[src/rtl/i2c_mem_slave.sv]
// i2c_mem_slave
// Two-wire (SCL/SDA) serial slave bridging to an 8-bit synchronous memory.
// Frame: 8-bit device ID, R/W bit, ACK, 8-bit memory address, ACK,
// one data byte, ACK. SCL/SDA are oversampled by clk8x (>= 8x SCL).
//
// Ports:
//   clk8x       system clock; also clocks the attached memory
//   reset       asynchronous active-high reset
//   scl         bus clock from master
//   sda_in      sampled SDA line
//   sda_oe      1 = pull SDA low, 0 = release
//   id          this slave's device ID
//   mem_ce      memory chip enable (pulses with rden/wren)
//   mem_rden    single-cycle read strobe
//   mem_wren    single-cycle write strobe
//   mem_addr    memory address (latched during the address ACK)
//   mem_wdata   memory write data
//   mem_rdata   memory read data, valid one cycle after mem_rden
//   slave_state current FSM state (debug)
//   slave_data  current shift/data register (debug)
module i2c_mem_slave (
    input  logic       clk8x,
    input  logic       reset,
    input  logic       scl,
    input  logic       sda_in,
    output logic       sda_oe,
    input  logic [7:0] id,
    output logic       mem_ce,
    output logic       mem_rden,
    output logic       mem_wren,
    output logic [7:0] mem_addr,
    output logic [7:0] mem_wdata,
    input  logic [7:0] mem_rdata,
    output logic [3:0] slave_state,
    output logic [7:0] slave_data
);

    localparam logic [3:0] ST_IDLE       = 4'd0;
    localparam logic [3:0] ST_DEV_ADDR   = 4'd1;
    localparam logic [3:0] ST_RW         = 4'd2;
    localparam logic [3:0] ST_ACK_DEV    = 4'd3;
    localparam logic [3:0] ST_MEM_ADDR   = 4'd4;
    localparam logic [3:0] ST_ACK_MEM    = 4'd5;
    localparam logic [3:0] ST_READ_DATA  = 4'd6;
    localparam logic [3:0] ST_WRITE_DATA = 4'd7;
    localparam logic [3:0] ST_ACK_DATA   = 4'd8;
    localparam logic [3:0] ST_WAIT       = 4'd9;

    // [0],[1] form the synchronizer; [2] is the previous synchronized value
    // used for edge detection. Reset to 1 to match an idle bus.
    logic [2:0] scl_sr_reg;
    logic [2:0] sda_sr_reg;

    logic [3:0] state_reg;
    logic [3:0] bit_cnt_reg;
    logic [7:0] data_reg;
    logic       rw_reg;
    logic       rden_d_reg;

    logic sda_s;
    logic scl_rise;
    logic scl_fall;
    logic start_det;
    logic stop_det;

    assign sda_s     = sda_sr_reg[1];
    assign scl_rise  =  scl_sr_reg[1] & ~scl_sr_reg[2];
    assign scl_fall  = ~scl_sr_reg[1] &  scl_sr_reg[2];
    assign start_det =  sda_sr_reg[2] & ~sda_sr_reg[1] & scl_sr_reg[1];
    assign stop_det  = ~sda_sr_reg[2] &  sda_sr_reg[1] & scl_sr_reg[1];

    assign slave_state = state_reg;
    assign slave_data  = data_reg;

    always_ff @(posedge clk8x or posedge reset) begin
        if (reset) begin
            scl_sr_reg <= 3'b111;
            sda_sr_reg <= 3'b111;
        end else begin
            scl_sr_reg <= {scl_sr_reg[1:0], scl};
            sda_sr_reg <= {sda_sr_reg[1:0], sda_in};
        end
    end

    always_ff @(posedge clk8x or posedge reset) begin
        if (reset) begin
            state_reg   <= ST_IDLE;
            bit_cnt_reg <= 4'd0;
            data_reg    <= 8'd0;
            rw_reg      <= 1'b0;
            rden_d_reg  <= 1'b0;
            sda_oe      <= 1'b0;
            mem_ce      <= 1'b0;
            mem_rden    <= 1'b0;
            mem_wren    <= 1'b0;
            mem_addr    <= 8'd0;
            mem_wdata   <= 8'd0;
        end else begin
            // Strobes are single-cycle unless re-asserted below.
            mem_ce     <= 1'b0;
            mem_rden   <= 1'b0;
            mem_wren   <= 1'b0;
            rden_d_reg <= mem_rden;
            // Memory answers one cycle after the strobe; pick it up then.
            if (rden_d_reg)
                data_reg <= mem_rdata;

            if (start_det) begin
                state_reg   <= ST_DEV_ADDR;
                bit_cnt_reg <= 4'd0;
                sda_oe      <= 1'b0;
            end else if (stop_det) begin
                state_reg   <= ST_IDLE;
                bit_cnt_reg <= 4'd0;
                sda_oe      <= 1'b0;
            end else begin
                case (state_reg)
                    ST_DEV_ADDR, ST_MEM_ADDR, ST_WRITE_DATA: begin
                        if (scl_rise) begin
                            data_reg <= {data_reg[6:0], sda_s};
                            if (bit_cnt_reg == 4'd7) begin
                                bit_cnt_reg <= 4'd0;
                                if (state_reg == ST_DEV_ADDR) begin
                                    state_reg <= ST_RW;
                                end else if (state_reg == ST_MEM_ADDR) begin
                                    state_reg <= ST_ACK_MEM;
                                end else begin
                                    mem_wdata <= {data_reg[6:0], sda_s};
                                    mem_ce    <= 1'b1;
                                    mem_wren  <= 1'b1;
                                    state_reg <= ST_ACK_DATA;
                                end
                            end else begin
                                bit_cnt_reg <= bit_cnt_reg + 4'd1;
                            end
                        end
                    end
                    ST_RW: begin
                        if (scl_rise) begin
                            rw_reg    <= sda_s;
                            state_reg <= ST_ACK_DEV;
                        end
                    end
                    // In the ACK states bit_cnt_reg marks the phase:
                    // 0 = ACK clock not yet started, 1 = ACK being driven.
                    ST_ACK_DEV: begin
                        if (scl_fall) begin
                            if (bit_cnt_reg == 4'd0) begin
                                if (data_reg == id) begin
                                    sda_oe      <= 1'b1;
                                    bit_cnt_reg <= 4'd1;
                                end else begin
                                    sda_oe    <= 1'b0;
                                    state_reg <= ST_IDLE;
                                end
                            end else begin
                                sda_oe      <= 1'b0;
                                bit_cnt_reg <= 4'd0;
                                state_reg   <= ST_MEM_ADDR;
                            end
                        end
                    end
                    ST_ACK_MEM: begin
                        if (scl_fall && bit_cnt_reg == 4'd0) begin
                            sda_oe      <= 1'b1;
                            bit_cnt_reg <= 4'd1;
                            mem_addr    <= data_reg;
                        end else if (scl_fall) begin
                            if (rw_reg) begin
                                // This fall also starts the first read bit.
                                sda_oe      <= ~data_reg[7];
                                bit_cnt_reg <= 4'd1;
                                state_reg   <= ST_READ_DATA;
                            end else begin
                                sda_oe      <= 1'b0;
                                bit_cnt_reg <= 4'd0;
                                state_reg   <= ST_WRITE_DATA;
                            end
                        end else if (scl_rise && rw_reg) begin
                            mem_ce   <= 1'b1;
                            mem_rden <= 1'b1;
                        end
                    end
                    ST_READ_DATA: begin
                        if (scl_fall) begin
                            if (bit_cnt_reg == 4'd8) begin
                                sda_oe      <= 1'b0;
                                bit_cnt_reg <= 4'd0;
                                state_reg   <= ST_ACK_DATA;
                            end else begin
                                // ~count selects bit 7-count (MSB first).
                                sda_oe      <= ~data_reg[~bit_cnt_reg[2:0]];
                                bit_cnt_reg <= bit_cnt_reg + 4'd1;
                            end
                        end
                    end
                    ST_ACK_DATA: begin
                        if (rw_reg) begin
                            // Master's ACK/NACK clock; either way we wait.
                            if (scl_rise)
                                state_reg <= ST_WAIT;
                        end else if (scl_fall) begin
                            if (bit_cnt_reg == 4'd0) begin
                                sda_oe      <= 1'b1;
                                bit_cnt_reg <= 4'd1;
                            end else begin
                                sda_oe      <= 1'b0;
                                bit_cnt_reg <= 4'd0;
                                state_reg   <= ST_WAIT;
                            end
                        end
                    end
                    default: begin
                        // IDLE and WAIT: only START/STOP move us on.
                    end
                endcase
            end
        end
    end

endmodule

[config.mk]
export PLATFORM = sky130hd
export DESIGN_NAME = i2c_mem_slave
export DESIGN_NICKNAME = d
export VERILOG_FILES = /design/src/rtl/i2c_mem_slave.sv
export SDC_FILE = /design/constraint.sdc
export NUM_CORES = 1
export LEC_CHECK = 0
export ABC_AREA = 1
export BUFFER_PORTS_ARGS = -buffer_cell sky130_fd_sc_hd__clkbuf_2
export CORE_MARGIN = 2
export CORE_UTILIZATION = 50
export CTS_CLUSTER_DIAMETER = 40
export CTS_CLUSTER_SIZE = 16
export DETAILED_ROUTE_END_ITERATION = 8
export PLACE_DENSITY_LB_ADDON = 0.15
export SYNTH_ARGS = -nofsm -noshare
export SYNTH_HDL_FRONTEND = slang
export SYNTH_SLANG_ARGS = --single-unit
[constraint.sdc]
create_clock -name clk8x -period 1.65 [get_ports clk8x]
set_input_delay 0.2475 -clock clk8x [delete_from_list [all_inputs] [get_ports clk8x]]
set_output_delay 0.2475 -clock clk8x [all_outputs]
set_load 0.1 [all_outputs]
# Word-level counts from Yosys, hierarchy flattened
# Cells that the tools add are included.
[classes]
add_sub_neg = 1
n_lt_le_gt_ge = 1
eq_ne = 27
mux = 73
bitwise_logic = 17
reduce_logical = 13
[ops]
columns = ["op", "n"]
rows = [
  ["4-bit 2-to-1 mux", 31],
  ["8-bit 2-to-1 mux", 5],
  ["4-bit inequality test, second input constant", 10],
  ["1-bit 2-to-1 mux", 32],
  ["5-bit inequality test, second input constant", 6],
  ["4-bit one-hot mux with 6 select lines", 1],
  ["4-bit by 3-bit == test with 1-bit output, second input constant", 5],
  ["4-bit one-hot mux with 5 select lines", 1],
  ["13-bit AND reduction", 1],
  ["1-bit NOT", 10],
  ["4-bit by 2-bit == test with 1-bit output, second input constant", 2],
  ["4-bit == test, second input constant", 2],
  ["8-bit == test", 1],
  ["4-bit AND reduction", 2],
  ["8-bit AND reduction", 1],
  ["8-bit nonzero test", 1],
  ["7-bit AND reduction", 1],
  ["7-bit nonzero test", 1],
  ["1-bit bitwise AND", 6],
  ["6-bit AND reduction", 1],
  ["6-bit nonzero test", 1],
  ["4-bit by 1-bit adder with 4-bit output, second input constant", 1],
  ["4-bit by 1-bit == test with 1-bit output, second input constant", 1],
  ["4-bit logical NOT", 1],
  ["7 further kinds", 8],
]
[word_totals]
register_bits = 44
elab_cells = 145

# Depth between registers and ports, before layout
# Gate-level depths: netlist of the first run.
[logic_depth]
word_depth = 9
ltp_mapped = 14
mapped_depth_nobuf = 13

# Worst setup path before layout of the first run
# Ideal clock, no wire load.
[synth_timing]
kind = "reg2reg"
from = "reg state_reg[0], in the netlist slave_state[0]"
to = "reg mem_wdata[1]"
setup_ps = 126
arrival_time_ps = 2042
required_ps = 1524
path_slack_ps = -517
path_stages_with_launch = 11
path_buffers = 1
path_cell_list = "dfrtp_1 -> inv_1 -> nor2_4 -> nand2_2 -> nand2_1 -> nor2_2 -> nand3_4 -> clkinv_4 -> buf_12 -> nor2_2 -> a21oi_2"
[synth_via]
elab_chain_cells = 3
elab_cells_between_ends = 7
cone_classes = "eq/ne: 3; bitwise: 2; reduce/logical: 2"
[synth_lines]
columns = ["item", "line_no", "source"]
rows = [
  ["start: declaration", "54", "logic [3:0] state_reg;"],
  ["start signal: assignment", "87", "state_reg <= ST_IDLE;"],
  ["start signal: assignment", "109", "state_reg <= ST_DEV_ADDR;"],
  ["start signal: assignment", "113", "state_reg <= ST_IDLE;"],
  ["4-bit by 1-bit == test with 1-bit output (tied with other cells)", "117, 123", ""],
  ["3-bit OR reduction or 1-bit NOT (tied branches)", "--", ""],
  ["7-bit AND reduction (no source line) (*)", "--", ""],
  ["end signal: assignment", "128", "mem_wdata <= {data_reg[6:0], sda_s};"],
  ["end: declaration", "32", "output logic [7:0] mem_wdata,"],
]
# Every way passes the cells marked *; elsewhere a longest branch is shown, timed or not.
# A chain may end at the register's enable or synchronous reset.

# Worst setup path in the final report of the first run
[layout_timing]
from = "reg scl_sr_reg[1]"
to = "reg state_reg[1], in the netlist slave_state[1]"
[layout_via]
elab_chain_cells = 5
elab_cells_between_ends = 22
cone_classes = "eq/ne: 12; mux: 2; bitwise: 5; reduce/logical: 3"
[layout_lines]
columns = ["item", "line_no", "source"]
rows = [
  ["start: declaration", "51", "logic [2:0] scl_sr_reg;"],
  ["start signal: assignment", "80", "scl_sr_reg <= {scl_sr_reg[1:0], scl};"],
  ["1-bit NOT", "68", "assign scl_fall = ~scl_sr_reg[1] & scl_sr_reg[2];"],
  ["1-bit bitwise AND", "68", ""],
  ["1-bit logical AND", "164", "if (scl_fall && bit_cnt_reg == 4'd0) begin"],
  ["4-bit inequality test (no source line)", "--", ""],
  ["13-bit AND reduction (no source line)", "--", ""],
  ["end signal: assignment", "159", "state_reg <= ST_MEM_ADDR;"],
  ["end signal: assignment", "173", "state_reg <= ST_READ_DATA;"],
  ["end signal: assignment", "177", "state_reg <= ST_WRITE_DATA;"],
]
# Parallel ways exist; a longest one is shown, timed or not.

==> summary.md, run 1 <==
| Metric | Value |
|---|---|
| Run status | `complete, but fails checks` |
| Violated checks | `setup timing` |
| Final clock skew | `0.004819 ns` |
| Crit path to | `slave_state[1]` |
| Worst Path Arrival | `roughly 1.9 ns` |
| Total power | `between 7 and 8 mW` |
| Clk root buf | `clkbuf_8` |
| Final WS setup | `-0.03468 ns` |
| Kind of cell adding the most delay to the critical path | `simple AND/OR/NAND/NOR gates` |
| I/O pin cnt | `between 50 and 60` |
| Top post-synthesis cells by area | `dfrtp_1, nand2_1, o21ai_0, dfstp_2, nand3_1` |
| Post-synthesis sequential area ratio | `0.4280` |
| Buffers on Ports | `roughly 50` |
| Primary FF master, synth | `dfrtp_1` |
| RSZ-0062 raised after global routing | `yes` |
| Switch share | `0.5764` |
| ANT cells | `0` |
| Syn_area_per_cell | `7.754 um^2` |
| Actual slew at the worst max-slew pin | `around 0.55 ns` |
| Layout Nets | `440` |
| H-tree depth | `2` |
| Final min period | `1.685 ns` |
| Initial antenna violation count | `0` |
| CTS buffer count | `5` |
| Worst VDD drop | `0.001391 V` |
| Synthesis-to-finish area growth | `31.84%` |
| Clk buf depth | `2` |
| Synth top area share | `0.3671` |
| Critical Path, Cell by Cell | `inv_2, nor2_4, nand2_2, nand2_4, nor2_4, nand2_2, inv_2, nor3_4, nand2_2, nand2_1, nand2_1` |
| Number of synthesized register bits | `44` |
| DR iter-0 viols | `182` |
| Fillers | `about 420` |
| Die Footprint | `slightly below 6000 um^2` |
| Stages on worst setup path | `11` |
| Sw power | `around 4.3 mW` |
| Async S/R FF share, synth | `1.000` |
| Mapped cell area | `approximately 2600 um^2` |
| Hold Startpoint | `scl` |
| Drt drc | `0` |
| DP HPWL | `4.697 mm` |
| Crit share post-route | `1.021` |
| CTS tree | `built` |
| Hold/Removal Path Class | `in -> reg` |
| Critical path's slowest cell | `dfstp_2` |
| Detailed Routing Iterations Pass 1 | `5` |
| Worst stage delay on the critical path | `between 0.5 and 0.6 ns` |
| Final RePlAce weighted congestion | `a little under 1` |
| Share of power burned in registers | `0.242` |
| Fin. Hold Viols | `0` |
| Post-synth EDFFs | `0` |
| CTS Sinks | `between 40 and 50` |
| Max-slew violations | `0` |
| Die X-Extent | `roughly 76 um` |
| Buffer and inverter count on the worst path | `2` |
| Commonest non-fill, non-tap cells in the layout | `nand2_1, clkbuf_2, o21ai_0` |
| Leak | `~1.7 nW` |
| Worst endpoint required time | `1.84 ns` |
| Antenna Nets Post-Route | `0` |
| WL/cell | `about 13 um` |
| Rows | `26` |
| CP Class | `reg -> reg` |
| Initial core utilization | `0.5136` |
| Layout Cells excl Fill | `489` |
| Crit. Startpoint | `scl_sr_reg[1]` |
| Total Wirelength | `6.515 mm` |
| # placed instances | `between 400 and 500` |
| Worst reg2reg path depth | `11` |
| Vias in the first global route | `between 2000 and 2500` |
| Floorplan core area | `5042 um^2` |
| Clock latency on the worst-skew pair | `0.30 ns` |
| Most frequent CP cell | `nand2_2` |
| Layout cells sized above 1 | `0.4296` |
| Crit path max fanout | `5` |
| Total track usage | `0.2304` |
| Reg2Reg Setup Slack | `-0.03 ns` |
| Mapped Cells | `roughly 330` |
| CP endpoint kind | `flop` |
| Wire length of the first global-routing pass | `roughly 11 mm` |
| Max-cap violations | `0` |
| RR Endpoint | `slave_state[1]` |
| Combinational share of power | `0.643` |
| Fmax | `between 500 and 600 MHz` |
| Grt ovf | `0` |
| Clock share of power | `0.115` |
| Max-slew headroom | `0.6332` |
| Commonest non-fill, non-tap cell in the layout | `nand2_1` |
| Vias | `between 2000 and 3000` |
| Vert. Die Dim | `around 76 um` |
| Pint | `between 3 and 4 mW` |
| Drt via density | `between 5 and 6` |
| Largest net degree at the start of global routing | `45` |
| Syn nets | `between 300 and 400` |
| Largest area contributor in the netlist | `dfrtp_1` |
| Clock-pin slew on the worst setup and hold paths | `0.08 ns` |
| YS warnings | `0` |
| R2r startpoint | `scl_sr_reg[1]` |
| CP Launch Type | `flop` |
| P per Cell Area | `approximately 2200 nW/um^2` |
| Setup violators final | `8` |
| Netlist cell types | `32` |
## stage by stage
step                setup slack [ns]  hold WS (ns)  setup TNS, ns  utilization  area, um^2
floorplan                   0.008264        0.2520              0            -        2645
global placement             0.02990        0.2828              0       0.6164        3108
detailed placement          -0.02756        0.2838        -0.1271       0.6164        3108
CTS                        -0.007100       0.01697      -0.009833       0.6479        3267
global route                 -0.1446       0.01030         -1.305       0.6772        3415
finish                      -0.03468       0.02649        -0.1346       0.6772        3415
## per-layer routing
layer / wire length, um / GRT usage / up-vias
met2: 2987 / 0.3545 / 105
li1: - / - / 1244
met5: 0 / 0 / -
met1: 3017 / 0.3281 / 1177
met4: 77 / 0.08000 / 0
met3: 432 / 0.04502 / 10
## what timing repair did
action,in CTS,in global routing
gates cloned,0,2
gates resized for setup,4,23
setup endpoints to repair,8,25
buffers inserted,2,7
hold buffers,1,0
pin swaps,3,15
hold endpoints to repair,38,0
## area by class of cell
type	instances	area, um^2	area share
clock buffer	6	82.58	0.02418
clock inverter	2	38.79	0.01136
inverter	35	143.9	0.04214
multi-input combinational	250	1425	0.4174
sequential	44	1135	0.3324
tap	70	87.58	0.02565
timing repair buffer	81	495.5	0.1451
timing repair inverter	1	6.256	0.001832
## synthesized netlist by cell type, types with 3 or more instances
cell / count
nand2_1: 99
dfrtp_1: 38
o21ai_0: 34
nand3_1: 29
inv_1: 24
nor2_1: 22
nor2_2: 10
nand2_2: 9
inv_2: 8
xnor2_1: 8
a21oi_1: 6
dfstp_2: 6
nor2_4: 6
a21oi_2: 4
nand3_2: 4
buf_2: 3
## power groups by stage
stage / clock network [mW] / logic, mW / registers, mW
6_report: 0.866 / 4.85 / 1.83
5_1_grt: 0.937 / 5.24 / 1.88
4_1_cts: 0.886 / 4.61 / 1.82
2_1_floorplan: 0 / 1.92 / 3.53
3_5_place_dp: 0 / 4.56 / 1.84
3_3_place_gp: 0 / 4.53 / 1.83
## logic make-up (layout without fill, tap and decap cells)
family | after synthesis | count (layout) | synth area share
AND/OR/NAND/NOR | 190 | 191 | 0.3628
AO/OA/AOI/OAI | 49 | 49 | 0.1024
flip-flops | 44 | 44 | 0.4280
buffers and inverters | 41 | 125 | 0.07005
XOR/XNOR | 8 | 8 | 0.02705
adder cells (fa/ha/maj) | 2 | 2 | 0.009660
## worst min-delay path by stage
stage / slack, ns / end / cells past startpoint
floorplan: 0.25 / scl_sr_reg[0] / 0
CTS: 0.02 / scl_sr_reg[0] / 1
global route: 0.01 / sda_sr_reg[0] / 1
detailed placement: 0.28 / mem_wren / 3
finish: 0.03 / scl_sr_reg[0] / 1
global placement: 0.28 / mem_wren / 3
Power figures use the tool's default switching activity.
==> run 2, diff against run 1 <==
--- a/config.mk
+++ b/config.mk
@@ -13,6 +13,7 @@
 export CTS_CLUSTER_SIZE = 16
 export DETAILED_ROUTE_END_ITERATION = 8
 export PLACE_DENSITY_LB_ADDON = 0.15
+export SKIP_CTS_REPAIR_TIMING = 1
 export SYNTH_ARGS = -nofsm -noshare
 export SYNTH_HDL_FRONTEND = slang
 export SYNTH_SLANG_ARGS = --single-unit
==> run 2 against run 1 <==
Net effect: the flow still finishes with violations (setup timing); wire length fell by 2.6%; power rose by 0.33%; first-iteration DRC count fell by 4.9%; final cell count fell by 1.0%; sequential power barely moved; clock power barely moved; highest routed layer unchanged; clock skew rose by 0.0014 ns; design area fell by 1.4%; utilization fell by 0.92 points; die area did not move.
==> summary.md, run 2 (same netlist as run 1, synthesis figures left out) <==
| Metric | Value |
|---|---|
| CP endpoint kind | `flop` |
| Rows | `26` |
| Pre-CTS setup slack | `-0.02756 ns` |
| RSZ-0062 raised after global routing | `yes` |
| Hold/Removal Path Class | `in -> reg` |
| Final RePlAce weighted congestion | `0.9722` |
| I/O pin cnt | `52` |
| Total Wirelength | `6.344 mm` |
| Clock latency on the worst-skew pair | `0.30 ns` |
| Initial core utilization | `0.5136` |
| Max-cap violations | `0` |
| Fillers | `approximately 420` |
| Worst reg2reg path depth | `11` |
| Worst hold stages | `1` |
| Setup violators final | `4` |
| Hold Path Sink | `scl_sr_reg[0]` |
| Die Footprint | `slightly below 6000 um^2` |
| Clk buf depth | `2` |
| # placed instances | `around 470` |
| Worst VDD drop | `about 0.0014 V` |
| P per Cell Area | `2246 nW/um^2` |
| CP Class | `reg -> reg` |
| Max-slew headroom | `0.6348` |
| Crit share post-route | `1.014` |
| Final WS setup | `-0.02380 ns` |
| Final min period | `around 1.7 ns` |
| Area taken by multi-input logic gates | `roughly 1400 um^2` |
| Run status | `complete, but fails checks` |
| Final clock skew | `around 0.0063 ns` |
| CTS tree | `built` |
| Initial antenna violation count | `0` |
| Vert. Die Dim | `75.97 um` |
| H-tree depth | `2` |
| Total power | `between 7 and 8 mW` |
| Drt drc | `0` |
| DP HPWL | `4.697 mm` |
| Grt ovf | `0` |
| ANT cells | `0` |
| Worst Path Arrival | `between 1.5 and 2 ns` |
| FF/Latch Area | `approximately 1100 um^2` |
| CTS buffer count | `5` |
| Crit path max fanout | `5` |
| Commonest non-fill, non-tap cell in the layout | `nand2_1` |
| Vias in the first global route | `between 2000 and 2500` |
| Fin. Hold Viols | `0` |
| CTS Sinks | `44` |
| Violated checks | `setup timing` |
| Clock-pin slew on the worst setup and hold paths | `0.08 ns` |
| Drt via density | `around 5.2` |
| Floorplan core area | `~5000 um^2` |
| WL/cell | `13.11 um` |
| Commonest non-fill, non-tap cells in the layout | `nand2_1, clkbuf_2, o21ai_0` |
| Die X-Extent | `approximately 76 um` |
| Antenna Nets Post-Route | `0` |
| Layout cells sized above 1 | `0.4227` |
| Fmax | `597.4 MHz` |
| Setup TNS | `-0.06506 ns` |
| Layout Nets | `435` |
| Hold Startpoint | `scl` |
| CP Launch Type | `flop` |
| Worst endpoint required time | `1.84 ns` |
| Largest net degree at the start of global routing | `45` |
| Buffers on Ports | `51` |
| Actual slew at the worst max-slew pin | `0.5502 ns` |
| RR Endpoint | `slave_state[1]` |
| Wire length of the first global-routing pass | `approximately 11 mm` |
| Synthesis-to-finish area growth | `30.05%` |
| Leak | `~1.7 nW` |
| Reg2Reg Setup Slack | `-0.02 ns` |
| Clk root buf | `clkbuf_8` |
| Detailed Routing Iterations Pass 1 | `4` |
| Vias | `approximately 2500` |
| R2r startpoint | `scl_sr_reg[1]` |
| Max-slew violations | `0` |
| Layout Cells excl Fill | `484` |
| DR iter-0 viols | `between 150 and 200` |
| Total track usage | `0.2266` |
[run 2: cell count changes in the layout (fill, tap and decap cells not counted), moves of 2 or more]
| cell | before | now |
|---|---|---|
| nor2_2 | 8 | 11 |
| nand2_2 | 12 | 10 |
| buf_4 | 28 | 25 |
| nor2_4 | 11 | 9 |
[run 2: where the power goes]
| group | leakage [nW] | total (mW) | switching (mW) | internal, mW |
|---|---|---|---|---|
| combinational | 1.10 | 4.87 | 3.59 | 1.28 |
| clock | 0.0614 | 0.866 | 0.371 | 0.495 |
| sequential | 0.551 | 1.83 | 0.389 | 1.44 |
[run 2: critical path, cell delays in order (launching register included)]
cell	delay (ns)
dfstp_2	0.57
inv_2	0.06
nor2_4	0.07
nand2_2	0.07
nand2_4	0.12
inv_4	0.06
nand3_2	0.07
inv_2	0.06
nor3_4	0.25
nand2_2	0.11
nand2_1	0.07
nand2_1	0.05
[run 2: final cells by class]
| class | count | area share |
|---|---|---|
| multi-input cells | 249 | 0.4186 |
| flip-flops and latches | 44 | 0.3369 |
| repair buffers | 78 | 0.1404 |
| inverters | 35 | 0.04198 |
| well taps | 70 | 0.02600 |
| clock buffers | 6 | 0.02452 |
| clock inverters | 2 | 0.01152 |
[run 2: worst max-delay path by stage]
stage | start | endpoint | slack (ns)
2_1_floorplan | slave_state[0] | slave_state[0] | 0.008
3_3_place_gp | slave_state[0] | slave_state[1] | 0.03
3_5_place_dp | scl_sr_reg[1] | slave_state[1] | -0.03
4_1_cts | scl_sr_reg[1] | slave_state[1] | -0.04
5_1_grt | scl_sr_reg[1] | slave_state[1] | -0.15
6_report | scl_sr_reg[1] | slave_state[1] | -0.02
[run 2: through the flow]
step                      cell area (um^2)  hold slack (ns)    util
after global routing                  3368          0.01030  0.6680
after CTS                             3229         -0.04358  0.6404
after floorplan                       2645           0.2520       -
final                                 3368          0.02281  0.6680
after detailed placement              3108           0.2838  0.6164
after global placement                3108           0.2828  0.6164
[run 2: routing by layer]
layer / share of wire / wire length [um] / track usage / up-vias
met5: 0 / 0 / 0 / -
met4: 0.012 / 77 / 0.08000 / 0
met3: 0.063 / 397 / 0.04502 / 9
met2: 0.45 / 2849 / 0.3438 / 84
met1: 0.48 / 3020 / 0.3258 / 1187
li1: - / - / - / 1227
==> run 3, diff against run 2 <==
--- a/config.mk
+++ b/config.mk
@@ -13,6 +13,7 @@
 export CTS_CLUSTER_SIZE = 16
 export DETAILED_ROUTE_END_ITERATION = 8
 export PLACE_DENSITY_LB_ADDON = 0.15
+export SETUP_SLACK_MARGIN = 0.3
 export SKIP_CTS_REPAIR_TIMING = 1
 export SYNTH_ARGS = -nofsm -noshare
 export SYNTH_HDL_FRONTEND = slang
==> run 3 against run 2 <==
Net effect: the run still ends with setup timing left; final cell count grew 2.3%; critical path depth decreased by 3; wire length up 15%; clock skew is 0.0077 ns higher; clock power up 2.7%; worst setup slack got worse by 0.021 ns; count of clock-buffer cells in the layout unchanged; hold slack better by 0.0042 ns; flip-flop and latch count did not move.
==> summary.md, run 3 (same netlist as run 1, synthesis figures left out) <==
| Metric | Value |
|---|---|
| Clk buf depth | `2` |
| I/O pin cnt | `52` |
| Violated checks | `setup timing` |
| Total track usage | `0.2221` |
| P per Cell Area | `between 2000 and 2500 nW/um^2` |
| Commonest non-fill, non-tap cells in the layout | `nand2_1, buf_4, dfrtp_1` |
| Fillers | `between 300 and 400` |
| Leak | `about 1.9 nW` |
| Crit share post-route | `1.027` |
| Vias in the first global route | `between 2000 and 2500` |
| Hold/Removal Path Class | `in -> reg` |
| Max-slew headroom | `0.6390` |
| Die Footprint | `between 5000 and 6000 um^2` |
| FF/Latch Area | `~1100 um^2` |
| Wire length of the first global-routing pass | `between 10 and 15 mm` |
| Drt drc | `0` |
| Clock latency on the worst-skew pair | `approximately 0.3 ns` |
| Area taken by multi-input logic gates | `around 1600 um^2` |
| Initial antenna violation count | `0` |
| Run status | `complete, but fails checks` |
| WL/cell | `roughly 15 um` |
| Max-slew violations | `0` |
| Floorplan core area | `between 5000 and 6000 um^2` |
| Layout Nets | `roughly 450` |
| Fin. Hold Viols | `0` |
| Initial core utilization | `0.5136` |
| Drt via density | `around 5.3` |
| CTS buffer count | `5` |
| RSZ-0062 raised after global routing | `yes` |
| Grt ovf | `0` |
| Fmax | `approximately 600 MHz` |
| Setup violators final | `9` |
| Synthesis-to-finish area growth | `45.89%` |
| CP endpoint kind | `flop` |
| Vert. Die Dim | `around 76 um` |
| Clock-pin slew on the worst setup and hold paths | `~0.090 ns` |
| CP Class | `reg -> reg` |
| CP Launch Type | `flop` |
| H-tree depth | `2` |
| CTS Sinks | `44` |
| Pre-CTS setup slack | `-0.01651 ns` |
| CTS tree | `built` |
| Largest net degree at the start of global routing | `20` |
| Worst Path Arrival | `1.86 ns` |
| DR iter-0 viols | `about 140` |
| Vias | `roughly 2600` |
| ANT cells | `0` |
| Layout cells sized above 1 | `0.5082` |
| Final RePlAce weighted congestion | `between 0.9 and 1` |
| Crit path max fanout | `16` |
| Max-cap violations | `0` |
| Die X-Extent | `75.97 um` |
| Detailed Routing Iterations Pass 1 | `5` |
| Commonest non-fill, non-tap cell in the layout | `nand2_1` |
| Final WS setup | `-0.04521 ns` |
| Clk root buf | `clkbuf_8` |
| Rows | `26` |
| Worst endpoint required time | `~1.8 ns` |
| Worst VDD drop | `between 0.0015 and 0.002 V` |
| Final clock skew | `0.01396 ns` |
| Total Wirelength | `7.264 mm` |
| DP HPWL | `roughly 4.8 mm` |
| Actual slew at the worst max-slew pin | `between 0.5 and 0.6 ns` |
| Antenna Nets Post-Route | `0` |
| Final min period | `between 1.5 and 2 ns` |
| Total power | `between 8 and 9 mW` |
| Buffers on Ports | `51` |
run 3: changes by cell type in the layout (fill, tap and decap cells not counted), sizes merged:
cell    before  now
clkbuf      56   49
buf         27   45
run 3: power breakdown:
part | internal (mW) | switching (mW) | leakage, nW
registers | 1.46 | 0.453 | 0.553
logic | 1.65 | 3.89 | 1.25
clock network | 0.496 | 0.393 | 0.0614
run 3: per-layer routing:
layer | share of wire | track usage | up-vias
met2 | 0.47 | 0.3330 | 100
met5 | 0 | 0 | -
met3 | 0.060 | 0.03910 | 11
li1 | - | - | 1258
met4 | 0.015 | 0.07273 | 0
met1 | 0.45 | 0.3282 | 1249
run 3: final timing paths:
check                              startpoint       endpoint  slack (ns)  cells past startpoint
worst max-delay path            sda_sr_reg[1]  slave_data[7]       -0.05                      8
worst min-delay path                      scl  scl_sr_reg[0]        0.03                      1
worst max register to register  sda_sr_reg[1]  slave_data[7]       -0.05                      8
worst min register to register  sda_sr_reg[0]  sda_sr_reg[1]        0.36                      0
max in group asynchronous               reset  slave_data[7]        0.63                      4
min in group asynchronous               reset       mem_wren        0.43                      3
run 3: final cells by class:
type,count,share of cell area
clock inverters,2,0.01026
flip-flops and latches,44,0.3027
inverters,35,0.04139
multi-input cells,249,0.4192
repair buffers,89,0.1815
clock buffers,6,0.02185
well taps,70,0.02318
run 3: stage by stage:
| step | setup TNS (ns) | instance area (um^2) | hold slack (ns) | util | cells |
|---|---|---|---|---|---|
| after floorplan | 0 | 2688 | 0.2520 | - | 334 |
| final | -0.2162 | 3779 | 0.02700 | 0.7494 | 495 |
| after CTS | -0.08636 | 3256 | -0.1198 | 0.6457 | 477 |
| after detailed placement | -0.04406 | 3134 | 0.2129 | 0.6216 | 469 |
| after global placement | 0 | 3134 | 0.2067 | 0.6216 | 469 |
| after global routing | -2.133 | 3779 | 0.01358 | 0.7494 | 495 |
run 3: critical path: stages, from the launching register on:
cell and delay [ns]:
dfstp_2 0.56, inv_1 0.06, nand3_1 0.14, nand2_4 0.10, buf_4 0.15, nor2_4 0.13, nand2_2 0.19, nand2_1 0.12
o21ai_0 0.11
